## config.mk

```make
export PLATFORM = sky130hd
export DESIGN_NAME = sfp_accum_array
export DESIGN_NICKNAME = d
export VERILOG_FILES = /design/src/rtl/sfp_accum_array.sv
export SDC_FILE = /design/constraint.sdc
export NUM_CORES = 2
export LEC_CHECK = 0
export CAP_MARGIN = 25
export CORE_MARGIN = 2
export CORE_UTILIZATION = 48
export DETAILED_ROUTE_END_ITERATION = 12
export PLACE_DENSITY = 0.63
export REMOVE_ABC_BUFFERS = 1
export SLEW_MARGIN = 20
export SYNTH_ARGS = -nofsm -noshare
export SYNTH_HDL_FRONTEND = slang
export SYNTH_SLANG_ARGS = --single-unit
```

## constraint.sdc

```tcl
create_clock -name clk -period 35.7 [get_ports clk]
set_input_delay 3.57 -clock clk [delete_from_list [all_inputs] [get_ports clk]]
set_output_delay 3.57 -clock clk [all_outputs]
set_load 0.02 [all_outputs]
```

## src/rtl/sfp_accum_array.sv

```systemverilog
// sfp_accum_array
// Multi-pass special function processor between the OFIFO and the output
// SRAM. Psum vectors from several K-tile passes are accumulated into an
// internal row buffer with signed saturation. The buffer is then drained
// through a registered output stage. The drain stage can apply ReLU and
// tracks the per-lane maximum and the row that produced it.
//
// Ports:
//   clk, reset            clock and synchronous active-high reset
//   start                 job start pulse (only honoured while idle)
//   cfg_rows/passes/relu  job configuration, captured on start
//   in_valid/in_ready     input vector handshake (ready only while accumulating)
//   in_data               col lanes of psum_bw bits, lane i at [psum_bw*i +: psum_bw]
//   out_valid/out_ready   output vector handshake
//   out_data/out_row      drained (post-ReLU) row and its row index
//   max_val/max_idx       per-lane running maximum and the row index of it
//   busy/done             busy while a job runs; done pulses for one cycle at job end
module sfp_accum_array #(
  parameter int psum_bw = 16,
  parameter int col     = 8,
  parameter int depth   = 16,
  parameter int AW      = $clog2(depth) + 1,
  parameter int PW      = 8
) (
  input  logic                   clk,
  input  logic                   reset,
  input  logic                   start,
  input  logic [AW-1:0]          cfg_rows,
  input  logic [PW-1:0]          cfg_passes,
  input  logic                   cfg_relu,
  input  logic                   in_valid,
  output logic                   in_ready,
  input  logic [psum_bw*col-1:0] in_data,
  output logic                   out_valid,
  input  logic                   out_ready,
  output logic [psum_bw*col-1:0] out_data,
  output logic [AW-1:0]          out_row,
  output logic [psum_bw*col-1:0] max_val,
  output logic [AW*col-1:0]      max_idx,
  output logic                   busy,
  output logic                   done
);

  localparam int DW = psum_bw * col;
  localparam int IW = (depth > 1) ? $clog2(depth) : 1;

  localparam logic [1:0] S_IDLE  = 2'd0;
  localparam logic [1:0] S_ACCUM = 2'd1;
  localparam logic [1:0] S_DRAIN = 2'd2;
  localparam logic [1:0] S_FIN   = 2'd3;

  localparam logic [psum_bw-1:0] LANE_MIN = {1'b1, {(psum_bw-1){1'b0}}};
  localparam logic [psum_bw-1:0] LANE_MAX = {1'b0, {(psum_bw-1){1'b1}}};

  logic [1:0]    state_q, state_d;
  logic [AW-1:0] rows_q, rows_d;
  logic [PW-1:0] passes_q, passes_d;
  logic          relu_q, relu_d;
  logic [AW-1:0] row_ptr_q, row_ptr_d;
  logic [PW-1:0] pass_cnt_q, pass_cnt_d;
  logic [AW-1:0] rd_ptr_q, rd_ptr_d;
  logic          out_valid_q, out_valid_d;
  logic [DW-1:0] out_data_q, out_data_d;
  logic [AW-1:0] out_row_q, out_row_d;
  logic [DW-1:0] max_val_q, max_val_d;
  logic [AW*col-1:0] max_idx_q, max_idx_d;

  logic [DW-1:0] buf_mem [depth];
  logic          wr_en;
  logic [DW-1:0] acc_cur, drain_cur, acc_data, relu_data;
  logic [AW-1:0] rows_clamped;
  logic          out_hs;

  // Two's complement add of one lane, clamped on overflow. Overflow shows up
  // as a disagreement between the sign-extension bit and the result sign.
  function automatic logic [psum_bw-1:0] sat_add(input logic [psum_bw-1:0] a,
                                                 input logic [psum_bw-1:0] b);
    logic [psum_bw:0] s;
    s = {a[psum_bw-1], a} + {b[psum_bw-1], b};
    if (s[psum_bw] != s[psum_bw-1]) begin
      sat_add = s[psum_bw] ? LANE_MIN : LANE_MAX;
    end else begin
      sat_add = s[psum_bw-1:0];
    end
  endfunction

  assign rows_clamped = (cfg_rows > AW'(depth)) ? AW'(depth) : cfg_rows;
  assign out_hs       = out_valid_q & out_ready;

  // Lane datapaths: accumulation (overwrite on the first pass) and the ReLU
  // applied to the row about to be drained.
  always_comb begin
    acc_cur   = buf_mem[row_ptr_q[IW-1:0]];
    drain_cur = buf_mem[rd_ptr_q[IW-1:0]];
    acc_data  = '0;
    relu_data = '0;
    for (int i = 0; i < col; i++) begin
      if (pass_cnt_q == '0) begin
        acc_data[i*psum_bw +: psum_bw] = in_data[i*psum_bw +: psum_bw];
      end else begin
        acc_data[i*psum_bw +: psum_bw] = sat_add(acc_cur[i*psum_bw +: psum_bw],
                                                 in_data[i*psum_bw +: psum_bw]);
      end
      if (relu_q && drain_cur[i*psum_bw + psum_bw - 1]) begin
        relu_data[i*psum_bw +: psum_bw] = '0;
      end else begin
        relu_data[i*psum_bw +: psum_bw] = drain_cur[i*psum_bw +: psum_bw];
      end
    end
  end

  // Control FSM and next-state of every register.
  always_comb begin
    state_d     = state_q;
    rows_d      = rows_q;
    passes_d    = passes_q;
    relu_d      = relu_q;
    row_ptr_d   = row_ptr_q;
    pass_cnt_d  = pass_cnt_q;
    rd_ptr_d    = rd_ptr_q;
    out_valid_d = out_valid_q;
    out_data_d  = out_data_q;
    out_row_d   = out_row_q;
    max_val_d   = max_val_q;
    max_idx_d   = max_idx_q;
    wr_en       = 1'b0;

    case (state_q)
      S_IDLE: begin
        if (start) begin
          rows_d     = rows_clamped;
          passes_d   = cfg_passes;
          relu_d     = cfg_relu;
          max_val_d  = {col{LANE_MIN}};
          max_idx_d  = '0;
          row_ptr_d  = '0;
          pass_cnt_d = '0;
          if (rows_clamped == '0 || cfg_passes == '0) begin
            state_d = S_FIN;
          end else begin
            state_d = S_ACCUM;
          end
        end
      end

      S_ACCUM: begin
        if (in_valid) begin
          wr_en = 1'b1;
          if (row_ptr_q == rows_q - 1'b1) begin
            row_ptr_d  = '0;
            pass_cnt_d = pass_cnt_q + 1'b1;
            if (pass_cnt_q == passes_q - 1'b1) begin
              state_d  = S_DRAIN;
              rd_ptr_d = '0;
            end
          end else begin
            row_ptr_d = row_ptr_q + 1'b1;
          end
        end
      end

      S_DRAIN: begin
        // The max tracker sees exactly the rows accepted downstream; strict
        // compare keeps the earliest row on ties.
        if (out_hs) begin
          for (int i = 0; i < col; i++) begin
            if ($signed(out_data_q[i*psum_bw +: psum_bw]) >
                $signed(max_val_q[i*psum_bw +: psum_bw])) begin
              max_val_d[i*psum_bw +: psum_bw] = out_data_q[i*psum_bw +: psum_bw];
              max_idx_d[i*AW +: AW]           = out_row_q;
            end
          end
        end
        if ((!out_valid_q || out_ready) && (rd_ptr_q < rows_q)) begin
          out_data_d  = relu_data;
          out_row_d   = rd_ptr_q;
          out_valid_d = 1'b1;
          rd_ptr_d    = rd_ptr_q + 1'b1;
        end else if (out_hs) begin
          out_valid_d = 1'b0;
          state_d     = S_FIN;
        end
      end

      default: begin
        state_d = S_IDLE;
      end
    endcase
  end

  always_ff @(posedge clk) begin
    if (reset) begin
      state_q     <= S_IDLE;
      rows_q      <= '0;
      passes_q    <= '0;
      relu_q      <= 1'b0;
      row_ptr_q   <= '0;
      pass_cnt_q  <= '0;
      rd_ptr_q    <= '0;
      out_valid_q <= 1'b0;
      out_data_q  <= '0;
      out_row_q   <= '0;
      max_val_q   <= '0;
      max_idx_q   <= '0;
    end else begin
      state_q     <= state_d;
      rows_q      <= rows_d;
      passes_q    <= passes_d;
      relu_q      <= relu_d;
      row_ptr_q   <= row_ptr_d;
      pass_cnt_q  <= pass_cnt_d;
      rd_ptr_q    <= rd_ptr_d;
      out_valid_q <= out_valid_d;
      out_data_q  <= out_data_d;
      out_row_q   <= out_row_d;
      max_val_q   <= max_val_d;
      max_idx_q   <= max_idx_d;
    end
  end

  // Row buffer has no reset; a write landing on the reset edge is suppressed
  // so an aborted job cannot leave a half-committed vector behind.
  always_ff @(posedge clk) begin
    if (wr_en && !reset) begin
      buf_mem[row_ptr_q[IW-1:0]] <= acc_data;
    end
  end

  assign in_ready  = (state_q == S_ACCUM);
  assign busy      = (state_q != S_IDLE);
  assign done      = (state_q == S_FIN);
  assign out_valid = out_valid_q;
  assign out_data  = out_data_q;
  assign out_row   = out_row_q;
  assign max_val   = max_val_q;
  assign max_idx   = max_idx_q;

endmodule

```

# Yosys cells after proc, flatten, opt, wreduce, memory -nomap -nowiden
# Memories as Yosys holds them, arrays and structs flattened. A register that Yosys moved wholly into a read port is not among the register bits.
# Cells that the tools add are included.
[word_totals]
reg_bits = 336
out_inout_bits = 305
n_memories = 1
word_cells = 203
ram_bits = 2048
[memory_table]
columns = ["name", "depth", "word_bits", "read_ports", "rd_ports_with_merged_regs", "write_ports", "line_no", "source"]
rows = [
  ["buf_mem", 16, 128, 2, 2, 1, "68", "logic [DW-1:0] buf_mem [depth];"],
]
[op_classes]
addsub = 13
n_mux = 86
reduce_logical = 38
n_eq_ne = 28
bitwise_logic = 1
magnitude_cmp = 10
[op_table]
columns = ["operator", "n"]
rows = [
  ["2-to-1 mux 16 bit", 40],
  ["2-to-1 mux 128 bit", 2],
  ["case mux 128 bit (2 select lines)", 1],
  ["adder 16 x 16 -> 17 bit", 8],
  ["greater-than comparator 16 bit", 8],
  ["2-to-1 mux 40 bit", 2],
  ["2-to-1 mux 5 bit", 16],
  ["case mux 40 bit (2 select lines)", 1],
  ["AND reduction 4 bit", 9],
  ["!= test 2 bit (second input constant)", 13],
  ["2-to-1 mux 8 bit", 3],
  ["case mux 5 bit (2 select lines)", 2],
  ["logical NOT 8 bit", 2],
  ["2-to-1 mux 4 bit", 4],
  ["case mux 8 bit (2 select lines)", 1],
  ["2-to-1 mux 2 bit", 7],
  ["adder 5 x 1 -> 5 bit (second input constant)", 2],
  ["logical AND 1 bit", 10],
  ["nonzero test 2 bit", 5],
  ["adder 8 x 1 -> 8 bit (second input constant)", 1],
  ["equality test 8 bit", 1],
  ["!= test 1 bit", 8],
  ["subtractor 8 x 1 -> 8 bit (second input constant)", 1],
  ["2-to-1 mux 1 bit", 6],
  ["17 further kinds", 23],
]

# Logic depth before layout (Yosys ltp)
[depth]
word_depth = 8
mapped_depth = 17
depth_no_buf = 14

# Worst setup path before layout
# No wires, ideal clock.
[synth_timing]
path_kind = "input to register"
start = "input port reset"
end = "memory buf_mem[3][0] in the netlist's numbering (enable)"
n_path_buf = 3
arrival_ps = 13118
setup_time_ps = 773
path_stages = 6
required_ps = 34927
slack_ps = 21809
cell_sequence = "clkbuf_1 -> clkbuf_1 -> clkbuf_1 -> nor2_1 -> nand2_1 -> nor3_1"
[synth_via]
elab_chain_cells = 4
[synth_rtl]
columns = ["item", "line_no", "source"]
rows = [
  ["start: declaration", "26", "input logic reset,"],
  ["logical NOT 1 bit", "224", "if (wr_en && !reset) begin"],
  ["logical AND 1 bit", "224", ""],
  ["2-to-1 mux 1 bit", "224", ""],
  ["2-to-1 mux 1 bit (not written as such)", "225", "buf_mem[row_ptr_q[IW-1:0]] <= acc_data;"],
  ["end: declaration", "68", ""],
]
# Every way passes these cells.

==> out/results.ini <==
[cts]
cts_resized=0
ctsLongestPathBuffers=4
cts.sinks=2392
tritoncts=done
cts-buffers-inserted=279
cts_setup_buffers=0
ctsHtreeMaxLevel=5
cts_root_buf=clkbuf_16
ctsHoldBuffers=0
clock_latency_ns=0.92
clkTransAtPathRegs_ns=0.06

[sta]
drv_slew=0
post-route-min-period_ns=7.26
tightest_slew_ns=1.07
finalSetupTns_ns=0
fin_crit_sh_pct=20.3
final-setup-viol-count=0
rsz0062_at_grt=no
timing.fmax_mhz=138
slew-limit-headroom_pct=28.6
final-hold-violation-count=0
clock_skew_ns=0.0406

[die]
core_um2=241000
ios=452
die-area_um2=246000
initial_core_util_pct=48.3
placementRows=180
die_w_um=496
die_h_um=496

[finish]
drive_gt1_share_pct=25.9
nNetsFinal=7820
stdcell_count=10778
layout_common_cells=edfxtp_1, mux4_2, clkdlybuf4s50_1, a21oi_1
final_core_util_pct=55.7
nFillCells=18465
mostFrequentLayoutCell=edfxtp_1
area_delta_synth_final_pct=15.2

[worst_setup_path]
worstPathArrival_ns=7.90
cp-end-kind=register
cp-start-kind=register
worst-setup-path-type=register to register
cp_max_fo=98
worstPathRequired_ns=36.34

[synthesis]
synth_cell_types=84
syn_area_um2=116000
synthCells=6903
yosys.area.top_type_share_pct=52.8
syn_area_per_cell_um2=16.9
synth_seq_cells=2392
yosys-top-cells-area=edfxtp_1, mux4_2, dfxtp_1, ha_1, a21oi_1
yosysWarnings=0
yosys.area.top_type=edfxtp_1
synthFlopType=edfxtp_1
synth_edf_count=2048
ys_seq_area_share_pct=58.8
synthArstFlopShare_pct=0

[worst_hold_path]
hp-start=max_idx[12]
hold_class=register to register

[global_route]
antenna_found_initial=19
globalRouteTotalUtil_pct=28.4
grt-ovfl-total=0
grt_pass1_vias=72230
grt_max_degree=136
grt_pass1_wl_um=505000

[placement]
port_buffers=451
placed_cells=10278
place.detailed.hpwl_um=203000
gp_congestion=0.861

[pwr]
power.leakage_nw=41.8
powerDensity_nw_per_um2=59.8
power.share.combinational_pct=24.5
p_switching_mw=2.37
p_sw_share_pct=29.6
power.share.clock_pct=34.3
p_int_mw=5.65
peakVddDrop_v=0.0000497
power_frac_seq_pct=41.2

[job]
maxCapViolCount=0

[drt]
antenna_left=0
drt-total-wl_um=349000
dr.pass1.iters=5
vias=71349
drc=0
viasPerCell=6.62
wl_per_cell_um=32.4
drt-initial-drc-count=8685

[run_status]
status=finished clean

==> metal layers <==
metal  global-route usage [%]  wire (um)  vias up
met2                     45.7     168000     3374
met5                        0         40        -
met1                     39.5     138000    37845
met4                     9.80      12900        6
met3                     4.84      30800      579
li1                         -          -    29545
==> power groups by stage <==
stage | logic, mW | clock network [mW] | registers, mW
floorplan | 1.65 | 0 | 3.48
global placement | 1.90 | 0 | 3.37
detailed placement | 1.95 | 0 | 3.37
CTS | 1.95 | 2.78 | 3.31
global route | 2.12 | 2.89 | 3.31
finish | 1.97 | 2.75 | 3.31
==> kinds of logic (layout without fill, tap and decap cells) <==
kind of cell	after synthesis	count (layout)	share of synthesized area, %
AO/OA/AOI/OAI	1080	1080	5.94
XOR/XNOR	112	112	0.843
adder cells (fa/ha/maj)	282	282	3.08
buffers and inverters	672	1352	2.30
flip-flops	2392	2392	58.8
multiplexers	1300	1300	24.7
other	0	10	0
AND/OR/NAND/NOR	1065	1065	4.37
==> worst max-delay path, stage by stage, from the launching register on <==
cell	delay [ns]
dfxtp_4	0.77
buf_12	0.60
buf_4	0.63
buf_4	0.59
mux4_2	0.59
mux4_2	0.49
ha_1	0.35
nor2b_1	0.18
o31a_1	0.26
o22ai_1	0.22
o211ai_1	0.17
a2111oi_0	0.64
mux2i_1	0.40
buf_4	0.28
nand2b_1	0.07
a22oi_1	0.13
clkbuf_4	0.28
==> flip-flops by register name, indices dropped and copies added, names as in the netlist, named ones only <==
name        flops
relu_q          1
passes_q        8
max_val       128
out_data      128
row_ptr_q       5
rows_q          5
out_valid       1
state_q         2
max_idx        40
pass_cnt_q      8
rd_ptr_q        5
out_row         5
buf_mem      2048
==> per-stage QoR <==
stage / power (mW) / cell area, um^2 / hold slack, ns / setup slack [ns]
after floorplan: 5.13 / 115000 / 0.439 / 9.45
after global placement: 5.27 / 125000 / 0.457 / 27.52
after detailed placement: 5.32 / 125000 / 0.460 / 27.46
after CTS: 8.05 / 134000 / 0.469 / 28.05
after global routing: 8.32 / 134000 / 0.491 / 27.86
final: 8.02 / 134000 / 0.468 / 28.44
==> area by class of cell <==
| class | count | area, um^2 | share of cell area [%] |
|---|---|---|---|
| flip-flops and latches | 2392 | 68400 | 51.0 |
| multi-input cells | 3839 | 45700 | 34.1 |
| clock buffers | 361 | 7620 | 5.68 |
| repair buffers | 665 | 6520 | 4.86 |
| well taps | 3185 | 3990 | 2.97 |
| clock inverters | 112 | 1010 | 0.756 |
| inverters | 214 | 803 | 0.599 |
| diodes | 10 | 25.0 | 0.0187 |
==> cell usage after synthesis, types with 24 or more instances <==
cell type	count
xor2_1	37
o21ai_0	151
nand3_1	224
mux4_2	1257
edfxtp_1	2048
a221o_1	35
nor3_1	46
nor2b_1	51
o21a_1	39
o31ai_1	29
ha_1	274
a22o_1	85
buf_2	90
nor2_1	194
nand2b_1	49
mux2i_1	35
dfxtp_1	344
buf_1	64
a21oi_1	441
inv_1	214
xnor2_1	75
a211oi_1	39
clkbuf_1	295
nand2_1	337
a21o_1	75
nand4_1	38
or3_1	24
==> path summary, 6_finish.rpt <==
kind	cells past startpoint	endpoint	slack (ns)
max	16	buf_mem[5][1]	28.44
min	2	max_idx[12]	0.47
max reg2reg	16	buf_mem[5][1]	28.44
min reg2reg	2	max_idx[12]	0.47
(Power assumes the default switching activity.)
